$ cat src/rtl/rcu_rst_seq_pkg.sv
// Shared RCU reset-sequencer definitions: FSM encoding and default sizing.
// Other RCU blocks import these so the reset-vector width tracks the clock-mode width.
package rcu_rst_seq_pkg;

  localparam int RCU_CLK_MODE_WIDTH = 7;

  localparam int RCU_RST_NUM_CH    = RCU_CLK_MODE_WIDTH;
  localparam int RCU_RST_CNT_WIDTH = 8;

  localparam logic [1:0] RCU_SEQ_IDLE = 2'b00;
  localparam logic [1:0] RCU_SEQ_WAIT = 2'b01;
  localparam logic [1:0] RCU_SEQ_DONE = 2'b10;

endpackage

$ cat src/rtl/rcu_rst_seq_sync_bit.sv
// Single-bit multi-flop synchroniser, clears to 0 on reset.
// Latency STAGES edges; no flow control.
module rcu_sync_bit #(
  parameter int STAGES = 2
) (
  input  logic clk_i,
  input  logic rst_n_i,
  input  logic d_i,
  output logic q_o
);

  logic [STAGES-1:0] sync_q;

  always_ff @(posedge clk_i or negedge rst_n_i) begin
    if (!rst_n_i) begin
      sync_q <= '0;
    end else begin
      sync_q <= {sync_q[STAGES-2:0], d_i};
    end
  end

  assign q_o = sync_q[STAGES-1];

endmodule

$ cat src/rtl/rcu_rst_seq.sv
// Ordered release of NUM_CH active-low domain resets with per-stage delays, watchdog, lock-loss and soft resets.
// Domain k releases dly[k]+1 edges after domain k-1; lock must be seen on two edges before domain 0 starts counting.
module rcu_rst_seq
  import rcu_rst_seq_pkg::*;
#(
  parameter int NUM_CH      = RCU_RST_NUM_CH,
  parameter int CNT_WIDTH   = RCU_RST_CNT_WIDTH,
  parameter int SYNC_STAGES = 2,
  parameter int SOFT_LEN    = 16
) (
  input  logic                          clk_i,
  input  logic                          rst_n_i,
  input  logic                          en_i,
  input  logic                          wdt_rst_n_i,
  input  logic [NUM_CH*CNT_WIDTH-1:0]   dly_i,
  input  logic [NUM_CH-1:0]             soft_rst_i,
  input  logic                          wdt_clr_i,
  output logic [NUM_CH-1:0]             rst_n_o,
  output logic [$clog2(NUM_CH+1)-1:0]   stage_o,
  output logic                          busy_o,
  output logic                          done_o,
  output logic                          wdt_flag_o
);

  localparam int STW = $clog2(NUM_CH + 1);
  localparam int SCW = $clog2(SOFT_LEN + 1);

  logic [1:0]           state, nxt_state;
  logic [STW-1:0]       stage, nxt_stage;
  logic [CNT_WIDTH-1:0] cnt, nxt_cnt, cur_dly;
  logic [NUM_CH-1:0]    rst_q, nxt_rst;
  logic [NUM_CH-1:0]    mask, nxt_mask;
  logic [SCW-1:0]       soft_cnt, nxt_soft_cnt;
  logic                 go_q, busy_q, wdt_flag_q, wdt_s;

  rcu_sync_bit #(.STAGES(SYNC_STAGES)) u_wdt_sync (
    .clk_i   (clk_i),
    .rst_n_i (rst_n_i),
    .d_i     (wdt_rst_n_i),
    .q_o     (wdt_s)
  );

  always_comb begin
    cur_dly = '0;
    for (int k = 0; k < NUM_CH; k++) begin
      if (stage == STW'(k)) cur_dly = dly_i[k*CNT_WIDTH +: CNT_WIDTH];
    end
  end

  always_comb begin
    nxt_state    = state;
    nxt_stage    = stage;
    nxt_cnt      = cnt;
    nxt_rst      = rst_q;
    nxt_mask     = mask;
    nxt_soft_cnt = soft_cnt;
    if (!wdt_s || (!en_i && state != RCU_SEQ_IDLE)) begin
      nxt_state    = RCU_SEQ_IDLE;
      nxt_stage    = '0;
      nxt_cnt      = '0;
      nxt_rst      = '0;
      nxt_mask     = '0;
      nxt_soft_cnt = '0;
    end else begin
      case (state)
        RCU_SEQ_IDLE: begin
          nxt_rst = '0;
          // go_q means lock and watchdog were both good on the previous edge too
          if (go_q && en_i) begin
            nxt_state = RCU_SEQ_WAIT;
            nxt_stage = '0;
            nxt_cnt   = '0;
          end
        end
        RCU_SEQ_WAIT: begin
          if (cnt == cur_dly) begin
            for (int k = 0; k < NUM_CH; k++) begin
              if (stage == STW'(k)) nxt_rst[k] = 1'b1;
            end
            nxt_cnt   = '0;
            nxt_stage = stage + STW'(1);
            if (stage == STW'(NUM_CH - 1)) nxt_state = RCU_SEQ_DONE;
          end else begin
            nxt_cnt = cnt + CNT_WIDTH'(1);
          end
        end
        RCU_SEQ_DONE: begin
          if (soft_rst_i != '0) begin
            nxt_mask     = mask | soft_rst_i;
            nxt_soft_cnt = '0;
          end else if (mask != '0) begin
            if (soft_cnt == SCW'(SOFT_LEN - 1)) begin
              nxt_mask     = '0;
              nxt_soft_cnt = '0;
            end else begin
              nxt_soft_cnt = soft_cnt + SCW'(1);
            end
          end
          nxt_rst = ~nxt_mask;
        end
        default: nxt_state = RCU_SEQ_IDLE;
      endcase
    end
  end

  always_ff @(posedge clk_i or negedge rst_n_i) begin
    if (!rst_n_i) begin
      state      <= RCU_SEQ_IDLE;
      stage      <= '0;
      cnt        <= '0;
      rst_q      <= '0;
      mask       <= '0;
      soft_cnt   <= '0;
      go_q       <= 1'b0;
      busy_q     <= 1'b0;
      wdt_flag_q <= 1'b0;
    end else begin
      state    <= nxt_state;
      stage    <= nxt_stage;
      cnt      <= nxt_cnt;
      rst_q    <= nxt_rst;
      mask     <= nxt_mask;
      soft_cnt <= nxt_soft_cnt;
      go_q     <= en_i & wdt_s;
      busy_q   <= (nxt_state == RCU_SEQ_WAIT) || (nxt_state == RCU_SEQ_IDLE && en_i) ||
                  (nxt_mask != '0);
      // synchroniser comes out of reset low, so the flag also records power-on
      if (!wdt_s) begin
        wdt_flag_q <= 1'b1;
      end else if (wdt_clr_i) begin
        wdt_flag_q <= 1'b0;
      end
    end
  end

  assign rst_n_o    = rst_q;
  assign stage_o    = stage;
  assign busy_o     = busy_q;
  assign done_o     = (state == RCU_SEQ_DONE);
  assign wdt_flag_o = wdt_flag_q;

endmodule
$ cat config.mk
export PLATFORM = sky130hd
export DESIGN_NAME = rcu_rst_seq
export DESIGN_NICKNAME = d
export VERILOG_FILES = /design/src/rtl/rcu_rst_seq_pkg.sv /design/src/rtl/rcu_rst_seq_sync_bit.sv /design/src/rtl/rcu_rst_seq.sv
export SDC_FILE = /design/constraint.sdc
export NUM_CORES = 1
export LEC_CHECK = 0
export ABC_AREA = 0
export CELL_PAD_IN_SITES_DETAIL_PLACEMENT = 1
export CELL_PAD_IN_SITES_GLOBAL_PLACEMENT = 2
export CORE_MARGIN = 5
export CORE_UTILIZATION = 25
export CTS_CLUSTER_SIZE = 28
export DETAILED_ROUTE_END_ITERATION = 8
export PLACE_DENSITY_LB_ADDON = 0.1
export SLEW_MARGIN = 20
export SYNTH_ARGS = -nofsm -noshare
export SYNTH_HDL_FRONTEND = slang
export SYNTH_SLANG_ARGS = --single-unit
$ cat constraint.sdc
create_clock -name clk_i -period 3.4 [get_ports clk_i]
set_input_delay 0.34 -clock clk_i [delete_from_list [all_inputs] [get_ports clk_i]]
set_output_delay 0.34 -clock clk_i [all_outputs]
set_load 0.01 [all_outputs]
==> metrics.md <==
| Metric | Value |
|---|---|
| Most frequent cell after synthesis | dfrtp_1 |
| Die Height | about 120 um |
| Routability cong. | 0.792 |
| Final Cell Area | 4360 um2 |
| Final ANT Viol Nets | 0 |
| Placed Instances | between 600 and 700 |
| N_diodes | 0 |
| Core ar. | ~12000 um2 |
| Post-synthesis async set-or-reset flop share | 100% |
| EDFF count, synth | 0 |
| CP max FO | 6 |
| Cells after Synth | 376 |
| WL final | between 10000 and 15000 um |
| Post-synth net total | roughly 460 |
| PwrDens | ~250 nW/um2 |
| Clock Latency Late Sink | approximately 280 ps |
| Number of global-route vias before repair | 3462 |
| Vias | roughly 3.3k |
| Slowest stage delay, CP | 640 ps |
| I/O Buffers | 80 |
| TritonCTS clock tree | done |
| Outcome | finished clean |
| Slew Viols, Final | 0 |
| Synth top area share | just over 30% |
| Ys Warns | 0 |
| Antenna violations before repair | 0 |
| All-layer global routing usage | between 10% and 20% |
| Post-DP HPWL | 8730 um |
| Final Non-Filler Cells | ~620 |
| Synthesized cell area | 3010 um2 |
| Gr ovfl total | 0 |
| Nets | about 550 |
| Reg2Reg Launch Point | stage_o[0]$_DFFE_PN0P_ |
| F_max | a little over 0.3 GHz |
| Critical path capture point type | flop |
| Flop2flop setup slack | between 100 and 150 ps |
| DRC | 0 |
| Rel. slew slack | a little under two fifths |
| Worst-margin pin slew | ~940 ps |
| DP Area | 4080 um2 |
| First-pass GRT wire length | between 15000 and 20000 um |
| Crit path DAT | roughly 3400 ps |
| Depth of the CTS H-tree | 2 |
| Required @ worst endpoint | 3560 ps |
| Share of layout cells above drive strength 1 | ~11% |
| Dominant cells by area after synthesis | dfrtp_1 31%, ha_1 5.0%, nand2_1 4.5%, nor2_1 4.1%, o21ai_0 4.0% |
| Seq/Total Area, Yosys | a little under a third |
| Max-cap viol count | 0 |
| Num CTS Buffers | 5 |
| CTS Sinks | 37 |
| Setup TNS | 0 ps |
| Row cnt | 40 |
| Final period utilization | 96.6% |
| Clock buffer depth | 2 |
| Synthesized flop and latch total | 37 |
| Endpoints failing hold | 0 |
| Crit Path Class | reg2reg |
| Starting Density | 25.3% |
| Clock-pin slew on the worst setup and hold paths | 60 ps |
| Via density | 5.28 |
| Layout Skew | about 5.3 ps |
| DRT iter0 DRCs | between 200 and 250 |
| Capture point of the worst reg-to-reg path | stage_o[2]$_DFFE_PN0P_ |
| Hold_buf cts | 0 |
| Unrepaired setup endpoints after global routing | yes |
| Die ar. | ~14000 um2 |
| Final setup fails | 0 |
| CP Launch Type | flop |
| Post-DR wirelength/cell | 19.1 um |
| Largest net degree at the start of global routing | 38 |
| Root Driver | clkbuf_16 |
| Hold WS | between 150 and 200 ps |
| Static Leak | around 0.0018 uW |
| R2R depth | 10 |
| Die W | ~120 um |
| Worst min path class | in2async |
| Fillers | 1417 |
| DR pass1 iterations | 5 |
| Slowest CP cell | or4_4 |
| Top Ports | 81 |
| CP Cell Sequence | buf_6 -> ha_4 -> buf_12 -> nor2b_1 -> o311a_1 -> a222oi_1 -> nand4_1 -> or4_4 -> or2_4 -> a221o_1 |
| Yosys top cell by area | dfrtp_1 |
| Dominant synthesized flop cell | dfrtp_1 |
| Peak supply drop | 0.161 mV |
| Area grow syn2layout | 45.0% |
| Netlist cell types | 55 |
| Most frequent cells after synthesis | 37 x dfrtp_1, 36 x nand2_1, 33 x nor2_1, 24 x o21ai_0, 21 x a21oi_1 |
| Post-synthesis area per instance | between 8 and 9 um2 |
| Min Tclk post-route | between 3000 and 4000 ps |
[cell type report]
class | count | area [um2] | area share [%]
Multi-Input combinational cell | 298 | 1950 | 44.7
Timing Repair Buffer | 111 | 1100 | 25.2
Sequential cell | 37 | 927 | 21.2
Tap cell | 147 | 184 | 4.21
Clock buffer | 7 | 143 | 3.27
Inverter | 16 | 60.1 | 1.38
[what timing repair did]
item	CTS	global route
resized for setup	1	10
setup endpoints to repair	6	18
setup buffers	0	6
pin swaps	0	7
gates cloned	0	2
[flip-flops by register name, summed over array words and instances, names as in the netlist]
register           count
busy_o                 1
cnt                    8
go_q                   1
mask                   7
rst_n_o                7
soft_cnt               5
stage_o                3
state                  2
u_wdt_sync.sync_q      2
wdt_flag_o             1
[power by group]
group	internal (uW)	switching, uW
clock network	288	177
registers	446	4.76
logic	105	83.1
[cells by family (layout without fill, tap and decap cells)]
family          count (synthesis)  count (layout)  synth area share [%]
mux                             4               4                  1.37
fa+ha+maj                      12              12                  4.99
buf+inv                        42             134                  6.20
simple gates                  155             156                  26.7
xor+xnor                        2               2                 0.582
flops                          37              37                  30.8
compound gates                124             124                  29.4
[worst max-delay path, delay by kind of cell (launching register included)]
family | cells | cell delay, ps
compound gates | 3 | 1060
fa+ha+maj | 1 | 170
buf+inv | 2 | 260
flops | 1 | 420
simple gates | 4 | 1250
[cell usage in the layout (no fill, tap or decap), types with 3 or more instances in the layout]
cell type / count
a211o_1: 9
a21o_1: 10
a21oi_1: 21
a221oi_1: 8
a22oi_1: 7
and2_1: 3
and3b_1: 4
buf_12: 4
buf_4: 25
clkbuf_16: 6
clkdlybuf4s50_1: 79
dfrtp_1: 36
ha_1: 10
inv_1: 16
mux2i_1: 3
nand2_1: 36
nand3_1: 18
nand4_1: 5
nor2_1: 32
nor2b_1: 11
nor3_1: 12
nor3b_1: 11
nor4_1: 3
o21ai_0: 24
o21ai_1: 6
o221ai_1: 5
o2bb2ai_1: 4
o311a_1: 9
or3_1: 5
[metrics by stage]
| step | worst slack [ps] | utilization [%] | total power, uW |
|---|---|---|---|
| 2_1_floorplan | 69.0 | - | 514 |
| 3_3_place_gp | 13.0 | 34.3 | 644 |
| 3_5_place_dp | -60.4 | 34.3 | 643 |
| 4_1_cts | 77.2 | 35.5 | 1120 |
| 5_1_grt | -23.8 | 36.6 | 1160 |
| 6_report | 117 | 36.6 | 1100 |
[how the worst max path moves through the flow]
stage | start | end | slack, ps
after floorplan | stage_o[2]$_DFFE_PN0P_ | rst_n_o[5]$_DFFE_PN0P_ | 70
after global placement | stage_o[0]$_DFFE_PN0P_ | rst_n_o[5]$_DFFE_PN0P_ | 10
after detailed placement | stage_o[0]$_DFFE_PN0P_ | rst_n_o[5]$_DFFE_PN0P_ | -60
after CTS | stage_o[0]$_DFFE_PN0P_ | rst_n_o[5]$_DFFE_PN0P_ | 80
after global routing | stage_o[1]$_DFFE_PN0P_ | rst_n_o[5]$_DFFE_PN0P_ | -20
final | stage_o[0]$_DFFE_PN0P_ | stage_o[2]$_DFFE_PN0P_ | 120
[layer usage]
metal	GRT usage, %	part of all wire, %	up-vias
li1	-	-	1592
met4	3.22	0.82	0
met2	27.8	47	82
met1	21.7	47	1572
met5	0	0	-
met3	2.92	4.6	7
No activity file was read; power rests on OpenSTA's default activity.
